[src/rtl/inst_fetch_queue.sv]
// Instruction fetch queue: issues SRAM-like reads from the PC and buffers {pc, inst} for decode.
// Latency: data_ok in cycle N gives out_valid in cycle N+1; with IFQ_BYPASS_EN an empty queue presents it in cycle N.
// Backpressure: out_ready=0 fills the buffer, and req drops once in-flight plus buffered entries reach FIFO_DEPTH.

// Generic FIFO with synchronous flush; head_dat shows the oldest entry while count != 0.
// Latency: a push is visible at head one cycle later.
// Backpressure: none internally; callers must not push when full or pop when empty.
module ifq_fifo #(
    parameter int W     = 32,
    parameter int DEPTH = 4
) (
    input  logic                   clk,
    input  logic                   reset,
    input  logic                   flush,
    input  logic                   push_vld,
    input  logic [W-1:0]           push_dat,
    input  logic                   pop_vld,
    output logic [W-1:0]           head_dat,
    output logic [$clog2(DEPTH):0] count
);
    localparam int AW = $clog2(DEPTH);

    logic [W-1:0]  mem [DEPTH];
    logic [AW-1:0] rd_ptr;
    logic [AW-1:0] wr_ptr;

    always_ff @(posedge clk) begin
        if (reset || flush) begin
            rd_ptr <= '0;
            wr_ptr <= '0;
            count  <= '0;
        end else begin
            if (push_vld) wr_ptr <= wr_ptr + AW'(1);
            if (pop_vld)  rd_ptr <= rd_ptr + AW'(1);
            count <= count + (AW+1)'(push_vld) - (AW+1)'(pop_vld);
        end
    end

    always_ff @(posedge clk) begin
        if (push_vld && !flush) mem[wr_ptr] <= push_dat;
    end

    assign head_dat = mem[rd_ptr];
endmodule

module inst_fetch_queue #(
    parameter logic [31:0] RESET_PC        = 32'h1c000000,
    parameter int          FIFO_DEPTH      = 4,
    parameter int          MAX_OUTSTANDING = 2
) (
    input  logic        clk,
    input  logic        reset,
    input  logic        redirect_valid,
    input  logic [31:0] redirect_pc,
    output logic        req,
    output logic        wr,
    output logic [1:0]  size,
    output logic [31:0] addr,
    output logic [3:0]  wstrb,
    output logic [31:0] wdata,
    input  logic        addr_ok,
    input  logic        data_ok,
    input  logic [31:0] rdata,
    output logic        out_valid,
    output logic [31:0] out_pc,
    output logic [31:0] out_inst,
    input  logic        out_ready
);
    localparam int CW = $clog2(FIFO_DEPTH) + 1;

    typedef struct packed {
        logic [31:0] pc;
        logic [31:0] inst;
    } fetch_ent_t;

    logic [31:0]   pc;
    logic [CW-1:0] outstanding;
    logic [CW-1:0] discard_cnt;
    logic [CW-1:0] fifo_count;
    logic [CW:0]   occupancy;
    logic [31:0]   infl_pc;
    logic          accept;
    logic          resp;
    logic          keep;
    logic          fifo_empty;
    logic          fifo_push;
    logic          fifo_pop;
    fetch_ent_t    fifo_in;
    fetch_ent_t    fifo_head;

    assign wr    = 1'b0;
    assign size  = 2'b10;
    assign wstrb = 4'b0;
    assign wdata = 32'b0;
    assign addr  = pc;

    // Outstanding counts every bus transaction still owed a response, including ones marked for discard.
    assign occupancy = {1'b0, outstanding} + {1'b0, fifo_count};
    assign req = !reset && !redirect_valid
               && (outstanding < CW'(MAX_OUTSTANDING))
               && (occupancy < (CW+1)'(FIFO_DEPTH));

    assign accept     = req && addr_ok;
    assign resp       = data_ok && !reset;
    assign keep       = resp && !redirect_valid && (discard_cnt == '0);
    assign fifo_empty = (fifo_count == '0);

    assign fifo_in.pc   = infl_pc;
    assign fifo_in.inst = rdata;

`ifdef IFQ_BYPASS_EN
    logic bypass_vld;
    assign bypass_vld = fifo_empty && keep;
    assign fifo_push  = keep && !(bypass_vld && out_ready);
    assign out_valid  = !reset && (!fifo_empty || bypass_vld);
    assign out_pc     = fifo_empty ? infl_pc : fifo_head.pc;
    assign out_inst   = fifo_empty ? rdata   : fifo_head.inst;
`else
    assign fifo_push  = keep;
    assign out_valid  = !reset && !fifo_empty;
    assign out_pc     = fifo_head.pc;
    assign out_inst   = fifo_head.inst;
`endif

    assign fifo_pop = out_valid && out_ready && !fifo_empty && !redirect_valid;

    always_ff @(posedge clk) begin
        if (reset) begin
            pc          <= RESET_PC;
            discard_cnt <= '0;
        end else if (redirect_valid) begin
            // No request is accepted in a redirect cycle, so everything left in flight becomes a discard.
            pc          <= redirect_pc;
            discard_cnt <= outstanding - CW'(resp);
        end else begin
            if (accept) pc <= pc + 32'd4;
            if (resp && discard_cnt != '0) discard_cnt <= discard_cnt - CW'(1);
        end
    end

    // The in-flight PC queue's occupancy doubles as the outstanding counter.
    ifq_fifo #(
        .W     (32),
        .DEPTH (FIFO_DEPTH)
    ) u_infl_q (
        .clk      (clk),
        .reset    (reset),
        .flush    (1'b0),
        .push_vld (accept),
        .push_dat (pc),
        .pop_vld  (resp),
        .head_dat (infl_pc),
        .count    (outstanding)
    );

    ifq_fifo #(
        .W     ($bits(fetch_ent_t)),
        .DEPTH (FIFO_DEPTH)
    ) u_inst_q (
        .clk      (clk),
        .reset    (reset),
        .flush    (redirect_valid),
        .push_vld (fifo_push),
        .push_dat (fifo_in),
        .pop_vld  (fifo_pop),
        .head_dat (fifo_head),
        .count    (fifo_count)
    );
endmodule
[config.mk]
export PLATFORM = sky130hd
export DESIGN_NAME = inst_fetch_queue
export DESIGN_NICKNAME = d
export VERILOG_FILES = /design/src/rtl/inst_fetch_queue.sv
export SDC_FILE = /design/constraint.sdc
export NUM_CORES = 1
export LEC_CHECK = 0
export CAP_MARGIN = 20
export CELL_PAD_IN_SITES_DETAIL_PLACEMENT = 2
export CELL_PAD_IN_SITES_GLOBAL_PLACEMENT = 2
export CORE_MARGIN = 8
export CORE_UTILIZATION = 45
export CTS_BUF_LIST = sky130_fd_sc_hd__clkbuf_16
export CTS_CLUSTER_SIZE = 14
export DETAILED_ROUTE_END_ITERATION = 6
export GPL_TIMING_DRIVEN = 0
export PLACE_DENSITY = 0.88
export RECOVER_POWER = 25
export SYNTH_ARGS = -nofsm -noshare
export SYNTH_HDL_FRONTEND = slang
export SYNTH_SLANG_ARGS = --single-unit
[constraint.sdc]
create_clock -name clk -period 4.45 [get_ports clk]
set_input_delay 0.6675 -clock clk [delete_from_list [all_inputs] [get_ports clk]]
set_output_delay 0.6675 -clock clk [all_outputs]
set_load 0.01 [all_outputs]
==> run summary, run 1 <==
Status: complete, no violations
Syn Std Cell Area: 0.0171 mm^2
Count leader, synth: edfxtp_1
Detailed-route DRC error count: 0
Period Utilization, post-route: 87.1%
Slew headroom: 35.8%
Top post-synthesis cells by area: edfxtp_1 67%, mux4_2 13%, dfxtp_1 6.2%
Place WS: 0.579 ns
Largest family of logic cells by synthesized area: multiplexers
Min Hold Slack: 0.519 ns
Distinct cells, synth: 53
# Post-CTS Setup Buffers: 0
Worst-path fanout max: 10
FF-to-FF End: u_infl_q.mem[2][13]
Post-synth EDFFs: 384
Post-synthesis xor/xnor area fraction: 0.870%
Number of H-tree levels: 2
Compound-Gate Fraction of Synth Area: 2.70%
Slowest stage cell, crit path: clkbuf_1
Port-buffer cells: 166
Setup TNS Final: 0 ns
Synth top area share: 67.4%
CTS tree: yes
Synthesized area per cell: 18.9 um^2
Area Growth Syn to Fin: 23.7%
Worst path required time: 3.78 ns
Largest net degree at the start of global routing: 55
Post-Synth Simple-Gate Area: 4.98%
Adder-cell share of the synthesized area: 1.70%
Routed vias/inst: 5.60
Share of layout cells above drive strength 1: 19.8%
Critical path class: register to output pin
Slew @ Worst Pin: 0.964 ns
Post-synthesis register bit count: 437
Crit-path cells: clkbuf_1 > buf_2 > mux4_2 > clkdlybuf4s50_1
Initial antenna violation count: 0
Footprint of the multi-input gates: 0.00413 mm^2
All-Layer GR Usage: 23.0%
Leak: 6.99 nW
Final hold vios: 0
Hold crit path type: primary input to register
Hold Path End: addr[29]
Worst R2R Start: u_infl_q.count[2]
FF/Latch Area: 0.0126 mm^2
Final cell utilization of the core: 56.3%
Skew final: 0.0102 ns
WP depth: 4
Initial drt markers: 577
Vias in the first global route: 11000
Crit-path leading delay family: buffers and inverters
Core ar.: 0.0376 mm^2
Worst R2R Setup Slack: 1.02 ns
Max Cap Viol: 0
Critical Path End Type: output pin
Antenna Nets Post-Route: 0
Grt ovf: 0
DIE AREA: 0.0445 mm^2
Yosys warns: 0
Die H: 211 um
# rows: 71
Hpwl dp: 33.5 mm
Final nets: 1255
Largest area contributor in the netlist: edfxtp_1
Maximum vdd drop: 0.267 mV
Critical Path AT: 3.21 ns
DRT Pass-1 Iters: 5
Pwr Total: 9.01 mW
Post-synth ARST share: 0%
Die X: 211 um
Reg clk slew, reported paths: 0.07 ns
Clock Tree Buf Depth: 3
Total CTS buffers: 45
Post-Syn Instances: 906
Hold Crit Depth: 3
CTS Root Cell: clkbuf_16
Resize count post-CTS: 0
Mux contribution to synthesized area: 12.9%
Max Slew Vio Count: 0
Worst setup SP type: register
Ant diodes: 0
Initial Util: 45.5%
RSZ-0062 raised after global routing: false
Vias: 9568
Routed len/inst: 29.4 um
Crit path largest cell delay: 0.71 ns
Setup WS post-layout: 0.573 ns
Sequential fraction of the synthesis area: 73.6%
Number of hold buffers added after CTS: 0
First-pass GRT wire length: 75.4 mm
Commonest cells post-synth: 384 x edfxtp_1, 96 x mux4_2, 53 x dfxtp_1
Hold_sp: redirect_valid
Fmax: 258 MHz
Cell Pwr Density: 426 mW/mm^2
WP buf/inv: 3
Reg2Reg Depth: 7
Io pins: 207
Fill cells: 3217
Final setup fails: 0
Total clock sinks: 437
Ys flop type: edfxtp_1
Min Tclk post-route: 3.88 ns
Final GP Congestion: 0.796
Final wirelength: 50.3 mm
Worst-Skew Late Latency: 0.56 ns
-- per-stage QoR --
stage	std cells	instance area [um^2]
after global routing	1710	21200
final	1710	21200
after CTS	1710	21200
after floorplan	943	17200
after detailed placement	1627	19700
after global placement	1620	19500
-- logic make-up after synthesis --
family | Yosys count
AO/OA/AOI/OAI | 68
adder cells (fa/ha/maj) | 22
buffers and inverters | 101
multiplexers | 100
XOR/XNOR | 17
AND/OR/NAND/NOR | 159
flip-flops | 437
other | 2
-- routing by layer --
| metal | global-route usage [%] | up-vias | share of wire [%] | wire [um] |
|---|---|---|---|---|
| met5 | 0 | - | 0 | 0 |
| met4 | 8.78 | 0 | 3.6 | 1820 |
| met3 | 5.09 | 103 | 5.6 | 2840 |
| met2 | 40.4 | 365 | 52 | 26200 |
| met1 | 27.4 | 5052 | 39 | 19400 |
| li1 | - | 4048 | - | - |
-- power breakdown --
group,internal (mW),total (mW),switching [mW]
clock network,2.11,3.67,1.56
registers,4.58,4.67,0.0919
logic,0.304,0.669,0.365
-- cell type report --
type / instances / area share, %
timing repair buffer: 173 / 8.65
clock inverter: 35 / 1.06
tap: 511 / 3.02
multi-input combinational: 405 / 19.5
buffer: 80 / 2.23
clock buffer: 48 / 5.67
sequential: 437 / 59.5
inverter: 21 / 0.378
-- cell usage in the layout (no fill, tap or decap), types with 8 or more instances in the layout --
cell type	instances
a21oi_1	17
a31oi_1	14
buf_2	11
buf_4	40
clkbuf_1	24
clkbuf_16	48
clkdlybuf4s50_1	136
clkinv_1	11
clkinv_2	9
conb_1	39
dfxtp_1	53
dlygate4sd3_1	30
edfxtp_1	384
ha_1	20
inv_1	32
mux4_2	96
nand2_1	34
nand3_1	19
nor2_1	43
o211ai_1	8
o21ai_0	9
xnor2_1	11
-- worst reg2reg max path, stage by stage (launching register included) --
cell and delay, ns:
dfxtp_1 0.34, ha_1 0.32, nor4b_1 0.40, nand3_2 0.27, clkinv_2 0.22, buf_2 0.30
buf_2 0.34, and2_2 0.84
-- state kept, by name, indices dropped and copies added (netlist names), named ones only --
name	count
addr	32
discard_cnt	3
u_infl_q.count	3
u_infl_q.mem	128
u_infl_q.rd_ptr	2
u_infl_q.wr_ptr	2
u_inst_q.count	3
u_inst_q.mem	256
u_inst_q.rd_ptr	2
u_inst_q.wr_ptr	2
-- how the worst max path moves through the flow --
| stage | start | endpoint |
|---|---|---|
| 2_1_floorplan | data_ok | u_inst_q.mem[0][0] |
| 3_3_place_gp | data_ok | u_inst_q.mem[0][29] |
| 3_5_place_dp | reset | u_infl_q.mem[2][18] |
| 4_1_cts | register | out_pc[3] |
| 5_1_grt | register | out_inst[30] |
| 6_report | register | out_pc[21] |
Power figures use the tool's default switching activity.
==> run 2, diff against run 1 <==
Settings changed: CORE_ASPECT_RATIO set to 0.75, REMOVE_ABC_BUFFERS set to 1.
==> run 2 against run 1 <==
First-iteration DRC count rose by 30%. Die area rose by 0.15%. Final area fell by 1.2%. Via count fell by 1.7%. Critical endpoint is now out_inst[7].
==> run summary, run 2 (synthesis gave the netlist of run 1 again) <==
Status: complete, no violations
Maximum vdd drop: 0.227 mV
Cell Pwr Density: 437 mW/mm^2
Largest register FFs: 256
Final Cell Area: 0.0209 mm^2
Fill cells: 3233
FF-to-FF End: u_infl_q.mem[3][7]
Vias: 9409
Ant diodes: 0
Reg clk slew, reported paths: 0.07 ns
Most common cell after layout, fill and taps aside: edfxtp_1
Total CTS buffers: 44
Reg2Reg Depth: 6
Worst R2R Start: u_infl_q.count[2]
Final std cells w/o fill: 1635
Setup TNS Final: 0 ns
Max Cap Viol: 0
Die X: 241 um
DIE AREA: 0.0446 mm^2
Critical Path AT: 2.89 ns
Max Slew Vio Count: 0
Slew headroom: 34.8%
Die H: 185 um
All-Layer GR Usage: 24.2%
Leak: 6.77 nW
Crit-path leading delay family: buffers and inverters
Worst R2R Setup Slack: 1.18 ns
Final nets: 1183
Setup WS post-layout: 0.893 ns
Io pins: 207
Critical path class: register to output pin
Final cell utilization of the core: 55.3%
# rows: 62
Initial drt markers: 752
Routed len/inst: 32.9 um
Crit path largest cell delay: 0.74 ns
Place WS: 0.648 ns
Min Hold Slack: 0.541 ns
Placed cell areas: 0.0195 mm^2
Placed Instances: 1556
Resize count post-CTS: 0
Hold Path End: u_infl_q.mem[1][0]
Antenna Nets Post-Route: 0
Vias in the first global route: 10400
Routed vias/inst: 5.75
Initial antenna violation count: 0
FF/Latch Area: 0.0126 mm^2
Largest net degree at the start of global routing: 42
Slew @ Worst Pin: 0.978 ns
# Post-CTS Setup Buffers: 0
CTS Root Cell: clkbuf_16
Worst setup SP type: register
CTS tree: yes
Hold crit path type: register to register
Hpwl dp: 32.9 mm
Share of layout cells above drive strength 1: 17.4%
Min Tclk post-route: 3.56 ns
Final setup fails: 0
Final GP Congestion: 0.739
Clock Tree Buf Depth: 3
First-pass GRT wire length: 77.7 mm
Total clock sinks: 437
Pwr Total: 9.15 mW
Worst-Skew Late Latency: 0.56 ns
Worst-path fanout max: 39
Core ar.: 0.0379 mm^2
Final hold vios: 0
Number of hold buffers added after CTS: 0
Worst path required time: 3.78 ns
Crit-path cells: buf_16 > mux4_2 > clkdlybuf4s50_1
Area Growth Syn to Fin: 22.3%
Most frequent cells in the layout: 384 x edfxtp_1, 138 x clkdlybuf4s50_1, 96 x mux4_2
WP buf/inv: 2
Most flops, register: u_inst_q.mem
DRT Pass-1 Iters: 5
Footprint of the multi-input gates: 0.00413 mm^2
Hold_sp: addr[0]
Number of H-tree levels: 2
WP depth: 3
Final wirelength: 53.7 mm
Detailed-route DRC error count: 0
Grt ovf: 0
Fmax: 281 MHz
RSZ-0062 raised after global routing: false
Initial Util: 45.2%
Slowest stage cell, crit path: dfxtp_4
Port-buffer cells: 167
Period Utilization, post-route: 79.9%
Hold Crit Depth: 0
Skew final: 0.0248 ns
Critical Path End Type: output pin
run 2: changes by cell type in the layout (fill, tap and decap cells not counted), moves of 4 or more:
| cell | previous run | this run |
|---|---|---|
| clkinv_2 | 9 | 4 |
| clkbuf_1 | 24 | 0 |
| buf_4 | 40 | 0 |
| bufinv_16 | 3 | 7 |
| dfxtp_1 | 53 | 49 |
| buf_2 | 11 | 2 |
| buf_16 | 4 | 10 |
| clkinv_1 | 11 | 7 |
run 2: where the power goes:
group / switching, mW / total (mW) / internal, mW
clock: 1.60 / 3.83 / 2.23
sequential: 0.105 / 4.68 / 4.58
combinational: 0.350 / 0.635 / 0.285
total: 2.06 / 9.15 / 7.09
run 2: layout make-up:
| type | instances | area share, % |
|---|---|---|
| tap | 512 | 3.06 |
| multi-input combinational | 405 | 19.7 |
| timing repair buffer | 182 | 9.69 |
| sequential | 437 | 60.2 |
| clock inverter | 33 | 1.51 |
| inverter | 21 | 0.383 |
| clock buffer | 45 | 5.38 |
run 2: worst max path at each step:
stage                              start             endpoint  slack (ns)
after global placement    redirect_valid  u_inst_q.mem[2][18]       -2.47
final                           register          out_inst[7]        0.89
after detailed placement  redirect_valid  u_infl_q.mem[3][12]        0.65
after CTS                       register          out_inst[7]        0.83
after global routing            register          out_inst[7]        0.73
after floorplan                 register          out_inst[0]        0.37
run 2: routing by layer:
layer / global-route usage (%) / vias to the layer above / routed length, um
met5: 0 / - / 0
met4: 6.77 / 0 / 1420
met3: 5.31 / 94 / 3340
met2: 42.2 / 356 / 28000
met1: 30.3 / 5053 / 20900
li1: - / 3906 / -
run 2: worst register-to-register path: cells and delay by family, from the launching register on:
family | cells | cell delay [ns]
flip-flops | 1 | 0.35
buffers and inverters | 2 | 0.80
AND/OR/NAND/NOR | 3 | 1.48
adder cells (fa/ha/maj) | 1 | 0.33
==> run 3, diff against run 2 <==
Settings changed: CORE_UTILIZATION 45 to 42, PLACE_DENSITY 0.88 to 0.83.
Clock period 4.45 ns to 3.6 ns, I/O delays scaled along.
==> run 3 against run 2 <==
Cell count up 1.3%. Clock skew down 0.0059 ns. Non-clock buffer count down 1. Critical path depth unchanged. Count of clock-buffer cells in the layout unchanged. Global-route usage down 4.7 points. Flip-flop and latch count unchanged. Final area down 0.56%. Setup slack worse by 0.64 ns. First-iteration DRC count down 23%. Utilization down 3.9 points. Worst hold slack worse by 0.13 ns. Highest routed layer unchanged.
==> run summary, run 3 (synthesis gave the netlist of run 1 again) <==
Final wirelength: 46.8 mm
Largest net degree at the start of global routing: 51
Final std cells w/o fill: 1656
Vias in the first global route: 10300
Leak: 6.72 nW
Grt ovf: 0
Crit-path leading delay family: buffers and inverters
Max Slew Vio Count: 0
Core ar.: 0.0405 mm^2
DRT Pass-1 Iters: 4
# Post-CTS Setup Buffers: 0
Slowest stage cell, crit path: dfxtp_4
Total CTS buffers: 44
Period Utilization, post-route: 93.0%
Critical Path End Type: output pin
Worst-path fanout max: 37
Final nets: 1182
Resize count post-CTS: 0
Detailed-route DRC error count: 0
Worst setup SP type: register
Vias: 8997
Initial Util: 42.2%
Hpwl dp: 31.0 mm
Most common cell after layout, fill and taps aside: edfxtp_1
Die H: 191 um
Worst-Skew Late Latency: 0.56 ns
CTS tree: yes
Initial drt markers: 577
Placed cell areas: 0.0195 mm^2
CTS Root Cell: clkbuf_16
Min Tclk post-route: 3.35 ns
Reg clk slew, reported paths: 0.06 ns
Setup TNS Final: 0 ns
Net Switching: 2.41 mW
Final setup fails: 0
Skew final: 0.0189 ns
Routed len/inst: 28.3 um
M1 wire length: 19.0 mm
Cell Pwr Density: 520 mW/mm^2
Reg power frac: 53.5%
All-Layer GR Usage: 19.5%
Worst path required time: 3.06 ns
Die X: 249 um
Gate power share: 7.0%
Max Cap Viol: 0
Initial antenna violation count: 3
# rows: 64
Setup WS post-layout: 0.252 ns
RSZ-0062 raised after global routing: false
Most flops, register: u_inst_q.mem
Final hold vios: 0
Final cell utilization of the core: 51.3%
Metal3 WL: 2.28 mm
Io pins: 207
Final GP Congestion: 0.711
Total clock sinks: 437
Crit-path cells: buf_16 > mux4_2 > clkdlybuf4s50_1
Pwr Total: 10.8 mW
Port-buffer cells: 167
Critical path class: register to output pin
Highest routing layer actually used: met4
WP buf/inv: 2
Number of hold buffers added after CTS: 0
Antenna Nets Post-Route: 0
Clock power share: 39.6%
Place WS: -0.220 ns
Slew @ Worst Pin: 1.11 ns
Hold crit path type: primary input to register
Clock Tree Buf Depth: 3
Fmax: 299 MHz
Sw Share: 22.3%
Most frequent cells in the layout: 384 x edfxtp_1, 133 x clkdlybuf4s50_1, 96 x mux4_2
First-pass GRT wire length: 69.2 mm
Crit path largest cell delay: 0.74 ns
Number of H-tree levels: 2
Min Hold Slack: 0.415 ns
Largest register FFs: 256
Slew headroom: 25.5%
Placed Instances: 1572
Met2 WL post-DR: 24.5 mm
Maximum vdd drop: 0.309 mV
Final Cell Area: 0.0208 mm^2
Critical Path AT: 2.81 ns
Share of layout cells above drive strength 1: 16.9%
Routed vias/inst: 5.43
Status: complete, no violations
Area Growth Syn to Fin: 21.6%
DIE AREA: 0.0475 mm^2
Internal Power: 8.40 mW
run 3: changes by cell type in the layout (fill, tap and decap cells not counted), moves of 3 or more:
cell             previous run  this run
bufinv_16                   7         2
clkdlybuf4s50_1           138       133
clkinv_1                    7        10
diode_2                     0         4
dlygate4sd3_1              27        32
inv_1                      35        38
run 3: final timing paths:
kind | startpoint | end | slack (ns) | cells past startpoint
max | register | out_pc[21] | 0.25 | 3
max reg2reg | u_inst_q.count[1] | addr[10] | 0.41 | 7
min | reset | addr[2] | 0.42 | 2
min reg2reg | u_infl_q.wr_ptr[1] | u_infl_q.wr_ptr[1] | 0.51 | 2
run 3: metal layers:
| layer | track usage (%) | up-vias |
|---|---|---|
| met3 | 4.15 | 63 |
| met5 | 0 | - |
| met4 | 4.90 | 0 |
| met2 | 35.6 | 214 |
| met1 | 23.6 | 4812 |
| li1 | - | 3908 |
run 3: power groups by stage:
stage	registers (mW)	logic (mW)	clock network, mW
CTS	5.79	0.772	4.38
finish	5.78	0.753	4.28
global placement	5.90	0.674	0
floorplan	5.86	0.347	0
global route	5.80	0.816	4.54
detailed placement	5.89	0.765	0
run 3: area by class of cell:
class / count / area, um^2
repair buffers: 181 / 2000
clock inverters: 35 / 194
diodes: 4 / 10.0
fillers: 3588 / 19700
well taps: 528 / 661
flip-flops and latches: 437 / 12600
multi-input cells: 405 / 4130
clock buffers: 45 / 1130
inverters: 21 / 80.1
